==> config.mk <==
export PLATFORM = sky130hd
export DESIGN_NAME = inst_fetch_bridge
export DESIGN_NICKNAME = d
export VERILOG_FILES = /design/src/rtl/inst_fetch_bridge.sv
export SDC_FILE = /design/constraint.sdc
export NUM_CORES = 1
export LEC_CHECK = 0
export ABC_AREA = 1
export CAP_MARGIN = 5
export CORE_ASPECT_RATIO = 0.75
export CORE_MARGIN = 2
export CORE_UTILIZATION = 30
export CTS_CLUSTER_SIZE = 30
export DETAILED_ROUTE_END_ITERATION = 10
export GPL_ROUTABILITY_DRIVEN = 0
export GPL_TIMING_DRIVEN = 1
export SYNTH_ARGS = -nofsm -noshare
export SYNTH_HDL_FRONTEND = slang
export SYNTH_SLANG_ARGS = --single-unit
export TNS_END_PERCENT = 10
==> constraint.sdc <==
create_clock -name clk -period 2 [get_ports clk]
set_input_delay 0.4 -clock clk [delete_from_list [all_inputs] [get_ports clk]]
set_output_delay 0.4 -clock clk [all_outputs]
set_load 0.01 [all_outputs]
==> src/rtl/inst_fetch_bridge.sv <==
// Instruction fetch bridge between the openmips core ROM port and a variable-latency
// req/ack instruction bus. A one-word fetch buffer serves hits in the same cycle.
// A miss stalls the core, runs one bus read, refills the buffer and replays the fetch.
// Bus errors, timeouts and misaligned PCs return NOP_WORD with a one-cycle fetch_err_o.
module inst_fetch_bridge #(
  // BUSY cycles without ack/err before the read is abandoned; must be 1..255
  parameter int unsigned TIMEOUT  = 255,
  parameter logic [31:0] NOP_WORD = 32'h0
) (
  input  logic        clk,
  input  logic        rst,
  input  logic        rom_ce_i,
  input  logic [31:0] rom_addr_i,
  output logic [31:0] rom_data_o,
  output logic        stallreq_o,
  output logic        fetch_err_o,
  input  logic        flush_i,
  output logic        bus_req_o,
  output logic [31:0] bus_addr_o,
  input  logic        bus_ack_i,
  input  logic        bus_err_i,
  input  logic [31:0] bus_data_i
);

  typedef enum logic [1:0] {
    IDLE = 2'd0,
    BUSY = 2'd1,
    ERR  = 2'd2
  } state_t;

  localparam logic [7:0] LAST_CNT = 8'(TIMEOUT - 1);

  state_t      state;
  logic        buf_valid;
  logic [31:0] buf_tag;
  logic [31:0] buf_data;
  logic [7:0]  wait_cnt;

  logic        misaligned;
  logic        hit;

  assign misaligned = (rom_addr_i[1:0] != 2'b00);
  assign hit        = buf_valid && (buf_tag == rom_addr_i);

  // Core-facing outputs: decoded from the current state and the live PC so a hit costs no cycle.
  always_comb begin
    // NOTE: every output gets a default before the case so no path leaves it unassigned (no latch).
    rom_data_o = '0;
    stallreq_o = 1'b0;
    case (state)
      IDLE: begin
        if (rom_ce_i) begin
          if (misaligned)  stallreq_o = 1'b1;
          else if (hit)    rom_data_o = buf_data;
          else             stallreq_o = 1'b1;
        end
      end
      BUSY:    stallreq_o = rom_ce_i;
      ERR:     rom_data_o = NOP_WORD;
      default: ;
    endcase
  end

  // Fetch FSM with registered bus request, error pulse, wait counter and fetch buffer.
  always_ff @(posedge clk) begin
    if (!rst) begin
      // NOTE: the buffer is a handful of flops, not a RAM, so resetting tag and data is cheap and
      // keeps rom_data_o deterministic; only resettable flops belong in this branch.
      state       <= IDLE;
      buf_valid   <= 1'b0;
      buf_tag     <= '0;
      buf_data    <= '0;
      bus_req_o   <= 1'b0;
      bus_addr_o  <= '0;
      wait_cnt    <= '0;
      fetch_err_o <= 1'b0;
    end else begin
      // NOTE: non-blocking assignments throughout; defaults here are overridden by later
      // assignments in the same block, which is what makes bus_req_o/fetch_err_o pulse cleanly.
      bus_req_o   <= 1'b0;
      fetch_err_o <= 1'b0;
      case (state)
        IDLE: begin
          if (rom_ce_i) begin
            if (misaligned) begin
              state       <= ERR;
              fetch_err_o <= 1'b1;
            end else if (!hit) begin
              state      <= BUSY;
              bus_req_o  <= 1'b1;
              bus_addr_o <= rom_addr_i;
              wait_cnt   <= '0;
            end
          end
        end
        BUSY: begin
          if (bus_err_i) begin
            // An error terminates the read even if ack arrives in the same cycle.
            state       <= ERR;
            fetch_err_o <= 1'b1;
          end else if (bus_ack_i) begin
            // The buffer is tagged with the latched address, not the live PC; IDLE re-checks the hit.
            buf_data  <= bus_data_i;
            buf_tag   <= bus_addr_o;
            buf_valid <= 1'b1;
            state     <= IDLE;
          end else if (wait_cnt == LAST_CNT) begin
            state       <= ERR;
            fetch_err_o <= 1'b1;
          end else begin
            bus_req_o <= 1'b1;
            if (wait_cnt != 8'hFF) wait_cnt <= wait_cnt + 8'd1;
          end
        end
        ERR:     state <= IDLE;
        default: state <= IDLE;
      endcase
      // Placed last so an invalidate beats a refill landing on the same edge.
      if (flush_i) buf_valid <= 1'b0;
    end
  end

endmodule

=== Word level (Yosys, flattened, before mapping) ===
Index checks and enable logic that the tools add are counted.

* Divide/modulo/power cells: 0
* Shift operators: 0
* Eq/ne operators: 13
* Order comparisons: 0
* Multiply operators: 0
* Reductions and logical operators: 9
* Muxes and demuxes: 35
* Bitwise logic cells: 4
* $add $sub $neg: 1

{| class="wikitable"
|+ Operator list
! operator !! number
|-
| $mux W32 || 4
|-
| $mux W8 || 7
|-
| $eq A32 B32 Y1 || 1
|-
| $pmux W8 S2 || 1
|-
| $ne A2 B2 Y1 const B || 7
|-
| $mux W1 || 13
|-
| $mux W2 || 6
|-
| $add A8 B1 Y8 const B || 1
|-
| $eq A8 B8 Y1 const B || 1
|-
| $ne A8 B8 Y1 const B || 1
|-
| $reduce_and A8 Y1 || 1
|-
| $pmux W1 S2 || 3
|-
| $reduce_and A3 Y1 || 2
|-
| $ne A4 B4 Y1 const B || 1
|-
| $not A1 Y1 || 4
|-
| $pmux W2 S2 || 1
|-
| $reduce_and A4 Y1 || 1
|-
| $reduce_bool A2 Y1 || 2
|-
| $ne A3 B3 Y1 const B || 1
|-
| $eq A2 B1 Y1 const B || 1
|-
| $logic_not A2 Y1 || 1
|-
| $reduce_or A2 Y1 || 1
|-
| $logic_and A1 B1 Y1 || 1
|}

* Latch bits: 0
* Bits in registers: 109
* RAM bits: 0
* Word-level logic and storage cells: 70
* Memories: 0
* Bits in read-only memories: 0
* Output and inout bits: 67

=== Depth between registers and ports, before layout ===
Gate-level depths: netlist of run 1.

* Depth after elaboration: 6
* Gate-level depth with buffers: 13
* Mapped depth without buffers: 12

=== Worst setup path before layout of run 1 ===
OpenSTA, ideal clock, no wires.

* Path type: input -> output
* From: input rom_addr_i[16]
* To: output rom_data_o[10]
* Stages on the path: 11
* Data arrival time: 1.445 ns
* Path slack: 0.155 ns
* Cell sequence: inv_1 -> nand2_1 -> nand2_1 -> nor2_1 -> nand2_1 -> nor2_1 -> nand2_1 -> nor2_4 -> nand4_2 -> buf_2 -> nor2_1

* Cells in the longest elaborated chain, start to end: 6

{| class="wikitable"
|+ Ends and longest elaborated chain
! what !! RTL line !! RTL
|-
| from (decl) || 13 || <nowiki>input logic [31:0] rom_addr_i,</nowiki>
|-
| $eq A32 B32 Y1 || 43 || <nowiki>assign hit = buf_valid && (buf_tag == rom_addr_i);</nowiki>
|-
| $logic_and A1 B1 Y1 || 43 ||
|-
| $mux W32 || 54 || <nowiki>else if (hit) rom_data_o = buf_data;</nowiki>
|-
| $mux W32 || 53 || <nowiki>if (misaligned) stallreq_o = 1'b1;</nowiki>
|-
| $mux W32 || 52 || <nowiki>if (rom_ce_i) begin</nowiki>
|-
| $mux W32 || 50 || <nowiki>case (state)</nowiki>
|-
| to (decl) || 14 || <nowiki>output logic [31:0] rom_data_o,</nowiki>
|}

Every way passes these cells.

=== Worst setup path after layout of run 1 ===
* From: input rom_addr_i[4]
* To: output stallreq_o

* Cells in the longest elaborated chain, start to end: 6

{| class="wikitable"
|+ Ends and longest elaborated chain
! what !! RTL line !! RTL
|-
| $eq A32 B32 Y1 || 43 ||
|-
| $logic_and A1 B1 Y1 || 43 ||
|-
| $mux W1 || 54 ||
|-
| $mux W1 || 53 ||
|-
| $mux W1 || 52 ||
|-
| $pmux W1 S2 || 50 ||
|-
| to (decl) || 15 || <nowiki>output logic stallreq_o,</nowiki>
|}

Every way passes these cells.

==> results.toml, run 1 <==
[sta]
worst_clock_skew_ns = 0.00954
min_period_over_period_pct = 123
setup_slack_ns = -0.452
final-hold-violation-count = 0
setup_repair_after_global_routing_missed_its_margin = "true"
setup_total_neg_slack_ns = -22.55
worstMarginPinSlew_ns = 0.296
finalSetupViolations = 67
final_max_slew_viol_count = 0
maxClockFrequency_mhz = 408
relative_slew_slack_pct = 80.3
finalCriticalPeriod_ns = 2.45

[clock_network]
cts_tree = "yes"
htree_num_levels = 3
cts.sink_count = 109
cts-hold-fix-buffers = 0
clockRootBuffer = "clkbuf_16"
cts_inserted_buffers = 9
cts.reportedPaths.clkPinSlew_ns = 0.07
worst_skew_pair.late_latency_ns = 0.36
clock_tree.buffer_depth = 2

[power]
p_leak_uw = 0.00364
pwr_dens_nw_per_um2 = 561
max-vdd-ir-drop_mv = 0.397

[floorplanning]
die_h_um = 119
die-width_um = 158
core-area_um2 = 17500
die_footprint_um2 = 18800
ioPinCount = 137
floorplan.rows = 42
initial_core_util_pct = 30.4

[synthesis]
dominant_combinational_cell_family_by_area_after_synthesis = "simple AND/OR/NAND/NOR gates"
ys_seq_area_share_pct = 41.0
post-synth-top-area-cell = "dfxtp_1"
netlist_top_cells_area = "dfxtp_1, nor2_1, nand2_1"
synthesis.yosys.warnings = 0
synth_fa_ha_area_share_pct = 0.471
register_bit_total_from_synthesis = 109
synth_cells = 816
synthesis.nets = 888
synthXorXnorAreaFrac_pct = 0.988
synth.avg_cell_area_um2 = 6.52
synth_compound_gate_area_share_pct = 13.6
postSynth.asyncResetShare_pct = 0
syn-cell-area_um2 = 5320
synthDominantCellAreaShare_pct = 41.0
synth_simple_gate_area_share_pct = 34.8
synth_enable_flop_cells = 0
synth_ff_type = "dfxtp_1"
yosys-mux-area-fraction_pct = 0
number_of_library_cell_types_mapped_by_synthesis = 34

[route]
initialDrtViolationCount = 357
met2RoutedLength_um = 7610
wl_per_cell_um = 14.0
detailedRoute.firstPassIterationCount = 5
vias = 5913
detail_route.vias_per_cell = 4.59
post_route_wl_um = 18000
m1WireLength_um = 8860
antenna_left = 0
dr.max_layer_used = "met4"
routed-wl-met3_um = 1380
drc_errors = 0

[worst_setup_path]
cp_data_arrival_time_ns = 2.05
crit-reg2reg-capture = "bus_addr_o[13]$_SDFFE_PN0P_"
reg2reg_path_depth = 19
setup.reg_to_reg.worst_slack_ns = -0.28
worst_ep_required_time_ns = 1.60
regToRegStartpoint = "buf_tag[19]$_SDFFE_PN0P_"
critical_path.startpoint_type = "input pin"
worst-path-max-fanout = 4
worstSetupEndpointType = "output pin"
worstSetupPathType = "input pin to output pin"
endpoint = "stallreq_o"
timing.critical_path.from = "rom_addr_i[4]"

[hold_path]
min-delay-path-class = "input pin to register"
min_delay_path_depth = 3

[global_routing]
grt_overflow_total = 0
vias_in_the_first_global_route = 5314
antenna_violations_before_repair = 1
grt_first_pass_wirelength_um = 26900
groute.usage.overall_pct = 18.0
grt_max_degree = 71

[placement]
dpl.hpwl_um = 11600
placement.cell_area_um2 = 7600
portBuffers = 136
preCtsSetupSlack_ns = -1.05

[status]
violations = "setup timing"
status = "finished, violations left"

[finish]
nNetsFinal = 1113
fillerInstances = 1794
layout.area.seq_um2 = 2200
drive_gt1_share_pct = 29.1
multiInputGateArea_um2 = 3040
fin_area_um2 = 8420
layout-area-overhead-vs-synth_pct = 58.4

[job]
maxCapViolations = 0
[flip-flops by register name, summed over array words and instances, names as in the netlist]
| signal | flops |
|---|---|
| wait_cnt | 8 |
| bus_req_o | 1 |
| bus_addr_o | 32 |
| fetch_err_o | 1 |
| buf_valid | 1 |
| buf_data | 32 |
| buf_tag | 32 |
| state | 2 |
[critical path: stages]
cell and delay [ns]:
clkdlybuf4s50_1 0.55, xnor2_2 0.14, nand3b_1 0.14, nor2_4 0.16
nand4_4 0.18, buf_6 0.17, o21ai_4 0.12, inv_1 0.05
buf_2 0.13
[power breakdown]
group	internal, uW	total, uW	switching [uW]
clock	851	1730	877
combinational	374	720	346
sequential	2230	2280	48.9
total	3450	4730	1270
[final cells by class]
cell class	instances	area share, %
repair buffers	259	27.7
clock inverters	6	0.550
multi-input cells	589	36.1
diodes	1	0.0297
well taps	242	3.59
clock buffers	9	2.67
inverters	73	3.25
flip-flops and latches	109	26.1
[cell usage in the layout (no fill, tap or decap), types with 26 or more instances in the layout]
cell	n
nor2_2	28
buf_2	29
a21oi_1	58
nand3_1	26
buf_4	98
o21ai_0	69
dfxtp_1	98
nand2_1	146
inv_1	58
clkdlybuf4s50_1	72
nor2_1	152
[cells by family (layout without fill, tap and decap cells)]
logic type / count (synthesis) / after routing
AO/OA/AOI/OAI: 141 / 141
XOR/XNOR: 6 / 6
adder cells (fa/ha/maj): 2 / 2
buffers and inverters: 118 / 347
flip-flops: 109 / 109
other: 0 / 1
AND/OR/NAND/NOR: 440 / 440
[through the flow]
step	util, %	power [uW]	hold WS, ns	instances
final	48.1	4730	0.424	1288
after global routing	48.1	4930	0.441	1288
after CTS	45.7	4750	0.417	1278
after detailed placement	43.4	3010	0.456	1247
after global placement	43.4	3010	0.450	1247
after floorplan	-	2610	0.444	816
[cells in the mapped netlist, types with 3 or more instances]
cell type and instances:
a21oi_1 65, o21ai_0 70, clkbuf_1 20, nand4_1 14, nor2_1 188, xnor2_1 4, inv_1 67, dfxtp_1 109
nor3_2 3, nand2_1 173, nand3_1 41, buf_2 23, nand3b_1 4, inv_2 6, nor2_2 3
[how the worst min path moves through the flow]
stage | startpoint | to | slack, ns
final | rst | wait_cnt[5]$_SDFFE_PN0P_ | 0.42
after global routing | rst | wait_cnt[5]$_SDFFE_PN0P_ | 0.44
after CTS | rst | wait_cnt[5]$_SDFFE_PN0P_ | 0.42
after detailed placement | bus_addr_o[1]$_SDFFE_PN0P_ | bus_addr_o[1]$_SDFFE_PN0P_ | 0.46
after global placement | bus_addr_o[1]$_SDFFE_PN0P_ | bus_addr_o[1]$_SDFFE_PN0P_ | 0.45
after floorplan | buf_tag[10]$_SDFFE_PN0P_ | buf_tag[10]$_SDFFE_PN0P_ | 0.44
[routing by layer]
metal  up-vias  track usage [%]
met2       170             25.9
met4         0             4.09
met3        13             5.13
met5         -                0
met1      2687             26.5
li1       3043                -
[repair_timing]
item | 4_1_cts | 5_1_grt
pin swaps | 13 | 20
buffers inserted | 15 | 7
cloned | 2 | 5
resized for setup | 187 | 128
setup endpoints to repair | 33 | 67
Note: power is estimated with default switching activity, not from simulation.
==> run 2, diff against run 1 <==
--- a/config.mk
+++ b/config.mk
@@ -5,7 +5,6 @@
 export SDC_FILE = /design/constraint.sdc
 export NUM_CORES = 1
 export LEC_CHECK = 0
-export ABC_AREA = 1
 export CAP_MARGIN = 5
 export CORE_ASPECT_RATIO = 0.75
 export CORE_MARGIN = 2
@@ -14,6 +13,7 @@
 export DETAILED_ROUTE_END_ITERATION = 10
 export GPL_ROUTABILITY_DRIVEN = 0
 export GPL_TIMING_DRIVEN = 1
+export SKIP_LAST_GASP = 1
 export SYNTH_ARGS = -nofsm -noshare
 export SYNTH_HDL_FRONTEND = slang
 export SYNTH_SLANG_ARGS = --single-unit
==> run 2 against run 1 <==
Effect of this change:
- the run still ends with setup timing left
- non-clock buffer count fell by 74
- clock skew fell by 0.0017 ns
- critical path type is now register to output pin
- clock power rose by 9.8%
- first-iteration DRC count fell by 35%
- wire length fell by 17%
- sequential power fell by 2%
==> results.toml, run 2 <==
[global_routing]
vias_in_the_first_global_route = 4677
grt_overflow_total = 0
groute.usage.overall_pct = 17.4
antenna_violations_before_repair = 0
grt_first_pass_wirelength_um = 23500
grt_max_degree = 66

[worst_setup_path]
worstSetupEndpointType = "output pin"
worst_ep_required_time_ns = 1.60
cp_cell_sequence = "xor2_1 > a2111o_1 > nor4_2 > and4_4 > buf_6 > clkbuf_16 > and3_4 > buf_6"
slowest_delay_ns = 0.33
critical-path-slowest-cell = "dfxtp_2"
cp_data_arrival_time_ns = 2.29
worst-path-max-fanout = 8
worstSetupPathType = "register to output pin"
critical_path.startpoint_type = "register"
worst_path_most_repeated_cell = "buf_6"
worst-path-buf-inv = 3
path_delay_family = "simple AND/OR/NAND/NOR gates"

[floorplanning]
initial_core_util_pct = 30.8
floorplan.rows = 39
die_h_um = 112
die_footprint_um2 = 16700
core-area_um2 = 15300
die-width_um = 149
ioPinCount = 137

[sta]
setup_repair_after_global_routing_missed_its_margin = "true"
holdWs_ns = 0.378
setup_slack_ns = -0.691
worst_clock_skew_ns = 0.00787
finalSetupViolations = 75
worstMarginPinSlew_ns = 0.550
relative_slew_slack_pct = 63.2
finalCriticalPeriod_ns = 2.69
final-hold-violation-count = 0
maxClockFrequency_mhz = 372
final_max_slew_viol_count = 0
min_period_over_period_pct = 135

[finish]
nNetsFinal = 823
drive_gt1_share_pct = 17.2
mostFrequentLayoutCells = "nand2_1, dfxtp_1, a21oi_1"
antenna_cells = 0
finish.utilization_pct = 45.5
fin_cells = 961
final_common_cell = "nand2_1"
largestRegisters = "buf_data (32), buf_tag (32), bus_addr_o (32)"
layout-area-overhead-vs-synth_pct = 47.7

[route]
wl_per_cell_um = 15.5
post_route_wl_um = 14900
antenna_left = 0
drc_errors = 0
detail_route.vias_per_cell = 5.00
vias = 4803
detailedRoute.firstPassIterationCount = 4
initialDrtViolationCount = 232

[clock_network]
cts_tree = "yes"
cts.reportedPaths.clkPinSlew_ns = 0.07
clock_tree.buffer_depth = 2
cts_inserted_buffers = 9
worst_skew_pair.late_latency_ns = 0.35
clockRootBuffer = "clkbuf_16"
cts.sink_count = 109
htree_num_levels = 3
cts-hold-fix-buffers = 0

[synthesis]
synth_cells = 601
number_of_library_cell_types_mapped_by_synthesis = 44
ys_seq_area_share_pct = 46.3
syn-cell-area_um2 = 4710
postSynth.asyncResetShare_pct = 0
post-synth-top-area-cell = "dfxtp_1"
synth_ff_type = "dfxtp_1"
yosysMostFrequentCell = "nand2_1"
synth.avg_cell_area_um2 = 7.83
synth_enable_flop_cells = 0
synthesis.nets = 673
cell_types_with_the_highest_counts_after_synthesis = "nand2_1, dfxtp_1, a21oi_1"
synthesis.yosys.warnings = 0
register_bit_total_from_synthesis = 109
synthDominantCellAreaShare_pct = 46.3
netlist_top_cells_area = "dfxtp_1, nand2_1, a21oi_1"

[power]
max-vdd-ir-drop_mv = 0.424
pwr_dens_nw_per_um2 = 655
p_leak_uw = 0.00261

[placement]
dpl.hpwl_um = 9860
dp.cells = 935
portBuffers = 136

[status]
status = "finished, violations left"
violations = "setup timing"

[hold_path]
min-delay-path-class = "input pin to register"

[job]
maxCapViolations = 0
[run 2: cell types whose count changed after synthesis, sizes merged, moves of 4 or more]
cell    change
nor2      -182
inv        -64
nand2      -39
and3       +38
a21oi      +33
o21ai      -33
xnor2      +20
clkbuf     +10
buf         -9
nand4       -8
a31oi       +5
nand2b      +4
nand3       -4
[run 2: per-layer routing]
metal	global-route usage, %	vias to the layer above	share of wire (%)
met5	0	-	0
met3	4.11	12	6.0
met2	28.4	159	46
met4	4.76	0	0.83
met1	23.3	2277	47
li1	-	2355	-
[run 2: kinds of logic (layout without fill, tap and decap cells)]
group                      Yosys count  in the layout  synth area share [%]
adders and majority gates            2              2                 0.531
and+or+nand+nor                    254            254                  25.4
AOI/OAI and AO/OA                  156            156                  17.6
xor gates and xnor gates            25             25                  4.65
DFF                                109            109                  46.3
buffers and inverters               55            210                  5.53
[run 2: worst reg2reg max path, cell delays in order (launching register included)]
cell	delay [ns]
dfxtp_2	0.33
xor2_1	0.19
a2111o_1	0.32
nor4_2	0.25
and4_4	0.29
buf_6	0.12
buf_16	0.10
buf_4	0.19
buf_4	0.19
o21ai_0	0.10
a21oi_1	0.16
[run 2: final timing paths]
kind	from	to	slack (ns)	cells after the start
hold reg to reg	buf_data[26]$_SDFFE_PN0P_	buf_data[26]$_SDFFE_PN0P_	0.46	2
setup reg to reg	buf_tag[16]$_SDFFE_PN0P_	bus_addr_o[20]$_SDFFE_PN0P_	-0.31	10
setup / recovery	buf_tag[16]$_SDFFE_PN0P_	rom_data_o[19]	-0.69	8
hold / removal	rom_addr_i[4]	bus_addr_o[4]$_SDFFE_PN0P_	0.38	3
[run 2: through the flow]
stage | total power [uW] | instance area (um2) | setup TNS, ns | worst slack, ns
final | 4560 | 6950 | -28.58 | -0.691
after global routing | 4740 | 6950 | -36.10 | -0.760
after CTS | 4610 | 6890 | -35.29 | -0.802
after detailed placement | 2720 | 6490 | -64.44 | -1.24
after global placement | 2710 | 6490 | -61.75 | -1.18
after floorplan | 2420 | 4710 | -5.95 | -0.227
[run 2: what timing repair did]
item                       in CTS  in global routing
setup endpoints to repair      75                 75
pin swaps                      10                  6
gates cloned                    1                  2
gates resized for setup       102                 74
buffers inserted                7                  1
[run 2: layout make-up]
| class | instances | area (um2) |
|---|---|---|
| repair buffers | 185 | 1760 |
| well taps | 205 | 256 |
| clock buffers | 11 | 253 |
| multi-input cells | 437 | 2400 |
| fillers | 1486 | 8320 |
| flip-flops and latches | 109 | 2180 |
| clock inverters | 5 | 66.3 |
| inverters | 9 | 35.0 |
[run 2: power breakdown]
group / internal [uW] / switching [uW] / leakage [uW]
sequential: 2200 / 25.2 / 0.000881
combinational: 236 / 199 / 0.00157
clock: 1060 / 839 / 0.000154
total: 3490 / 1060 / 0.00261
==> run 3, diff against run 2 <==
--- a/config.mk
+++ b/config.mk
@@ -13,6 +13,7 @@
 export DETAILED_ROUTE_END_ITERATION = 10
 export GPL_ROUTABILITY_DRIVEN = 0
 export GPL_TIMING_DRIVEN = 1
+export PLACE_DENSITY_LB_ADDON = 0.25
 export SKIP_LAST_GASP = 1
 export SYNTH_ARGS = -nofsm -noshare
 export SYNTH_HDL_FRONTEND = slang
==> run 3 against run 2 <==
Effect of this change:
- the run still ends with setup timing left
- sequential share of layout area is 0.29 points higher
- utilization is 0.34 points lower
- first-iteration DRC count is 29% higher
- critical path depth is 1 lower
- register-to-register slack worse by 0.04 ns
- maximum frequency is 2.4% lower
- critical endpoint is now rom_data_o[21]
- largest power group unchanged
- highest routed layer unchanged
==> results.toml, run 3 (synthesis results as in run 2) <==
[status]
status = "finished, violations left"
violations = "setup timing"

[power]
cellInternalPower_uw = 3310
report.power.total_uw = 4390
swShare_pct = 24.7
p_sw_uw = 1090
power.combinational.fraction_pct = 10.0
clock_power_share_pct = 39.4
seqPwrFrac_pct = 50.7
pwr_dens_nw_per_um2 = 637
p_leak_uw = 0.00256
max-vdd-ir-drop_mv = 0.376

[clock_network]
cts_inserted_buffers = 9
htree_num_levels = 3
clockRootBuffer = "clkbuf_16"
clock_tree.buffer_depth = 2
worst_skew_pair.late_latency_ns = 0.35
cts.sink_count = 109
cts_tree = "yes"
cts.reportedPaths.clkPinSlew_ns = 0.08

[sta]
setup_slack_ns = -0.758
relative_slew_slack_pct = 67.3
final_max_slew_viol_count = 0
worstMarginPinSlew_ns = 0.488
min_period_over_period_pct = 138
final-hold-violation-count = 0
worst_clock_skew_ns = 0.00979
finalSetupViolations = 75
setup_repair_after_global_routing_missed_its_margin = "true"
finalCriticalPeriod_ns = 2.76
maxClockFrequency_mhz = 363

[finish]
nNetsFinal = 822
mostFrequentLayoutCells = "nand2_1, dfxtp_1, a21oi_1"
drive_gt1_share_pct = 17.2
largestRegisters = "buf_data (32), buf_tag (32), bus_addr_o (32)"
multiInputGateArea_um2 = 2400
final_common_cell = "nand2_1"
fillerInstances = 1499
layout-area-overhead-vs-synth_pct = 46.6
layout.area.seq_um2 = 2190
antenna_cells = 0
fin_cells = 960

[placement]
dpl.hpwl_um = 10100
portBuffers = 136
dp.cells = 938

[global_routing]
grt_overflow_total = 0
groute.usage.overall_pct = 17.8
antenna_violations_before_repair = 0
grt_max_degree = 105
vias_in_the_first_global_route = 4683
grt_first_pass_wirelength_um = 23700

[worst_setup_path]
worst-path-max-fanout = 12
timing.critical_path.from = "buf_tag[16]$_SDFFE_PN0P_"
regToRegStartpoint = "buf_tag[16]$_SDFFE_PN0P_"
setup.reg_to_reg.worst_slack_ns = -0.35
cp_data_arrival_time_ns = 2.36
endpoint = "rom_data_o[21]"
reg2reg_path_depth = 10
worstSetupPathType = "register to output pin"
worst_ep_required_time_ns = 1.60
crit-reg2reg-capture = "bus_addr_o[26]$_SDFFE_PN0P_"
worstSetupEndpointType = "output pin"
critical_path.startpoint_type = "register"

[route]
antenna_left = 0
detail_route.vias_per_cell = 4.94
detailedRoute.firstPassIterationCount = 5
vias = 4742
initialDrtViolationCount = 299
wl_per_cell_um = 15.5
drc_errors = 0
post_route_wl_um = 14900

[floorplanning]
ioPinCount = 137
die_footprint_um2 = 16700
floorplan.rows = 39
initial_core_util_pct = 30.8
core-area_um2 = 15300
die_h_um = 112
die-width_um = 149

[hold_path]
min-delay-path-class = "input pin to register"

[job]
maxCapViolations = 0
## run 3: cell types whose count changed in the layout (fill, tap and decap cells not counted), moves of 2 or more
cell / delta
buf_2: +4
and3_1: +3
and3_4: -3
dfxtp_2: +3
clkbuf_8: -2
dfxtp_1: -3
clkinv_4: +2
clkbuf_2: -10
dlymetal6s2s_1: -4
dlygate4sd2_1: +4
clkdlybuf4s15_2: +7
clkbuf_16: -2
## run 3: worst min-delay path by stage
stage / cells after the start / end / start / slack (ns)
after detailed placement: 2 / buf_data[27]$_SDFFE_PN0P_ / buf_data[27]$_SDFFE_PN0P_ / 0.44
after floorplan: 2 / buf_data[0]$_SDFFE_PN0P_ / buf_data[0]$_SDFFE_PN0P_ / 0.43
after global placement: 2 / buf_data[27]$_SDFFE_PN0P_ / buf_data[27]$_SDFFE_PN0P_ / 0.44
after global routing: 3 / bus_addr_o[28]$_SDFFE_PN0P_ / rom_addr_i[28] / 0.40
final: 3 / bus_addr_o[28]$_SDFFE_PN0P_ / rom_addr_i[28] / 0.38
after CTS: 2 / buf_data[27]$_SDFFE_PN0P_ / buf_data[27]$_SDFFE_PN0P_ / 0.45
## run 3: power groups by stage
stage	Combinational, uW	Sequential [uW]	Clock, uW
final	438	2230	1730
after global routing	473	2230	1870
after CTS	437	2230	1790
after detailed placement	441	2280	0
after floorplan	139	2280	0
after global placement	435	2280	0
## run 3: metrics by stage
step | hold slack, ns | worst slack (ns) | utilization (%) | area, um2 | TNS (ns)
3_3_place_gp | 0.440 | -1.26 | 42.5 | 6500 | -68.97
2_1_floorplan | 0.432 | -0.227 | - | 4710 | -5.95
6_report | 0.384 | -0.758 | 45.2 | 6900 | -34.76
4_1_cts | 0.454 | -0.755 | 45.1 | 6890 | -31.26
5_1_grt | 0.401 | -0.862 | 45.2 | 6900 | -43.82
3_5_place_dp | 0.443 | -1.30 | 42.5 | 6500 | -71.73
## run 3: what timing repair did
| item | CTS | global route |
|---|---|---|
| pin swaps | 20 | 9 |
| endpoints found under the setup margin | 75 | 75 |
| buffers inserted | 8 | 2 |
| gates resized for setup | 160 | 24 |
| hold buffers | 0 | 0 |
| cloned | 1 | 0 |
## run 3: area by class of cell
type,instances,area share (%)
Inverter,9,0.508
Sequential cell,109,31.7
Multi-Input combinational cell,437,34.8
Clock inverter,6,0.798
Clock buffer,10,3.32
Tap cell,205,3.72
Timing Repair Buffer,184,25.1
## run 3: layer usage
metal	share of wire (%)	GRT usage, %	up-vias
met1	47	23.7	2240
met5	0	0	-
met4	0.93	4.51	0
met3	6.1	4.23	11
li1	-	-	2357
met2	46	29.2	134
## run 3: critical path: stages, from the launching register on
cell             delay, ns
dfxtp_2               0.34
xor2_2                0.20
a2111o_1              0.34
nor4_4                0.32
and4_4                0.27
buf_6                 0.14
and3_1                0.17
clkdlybuf4s15_2       0.22
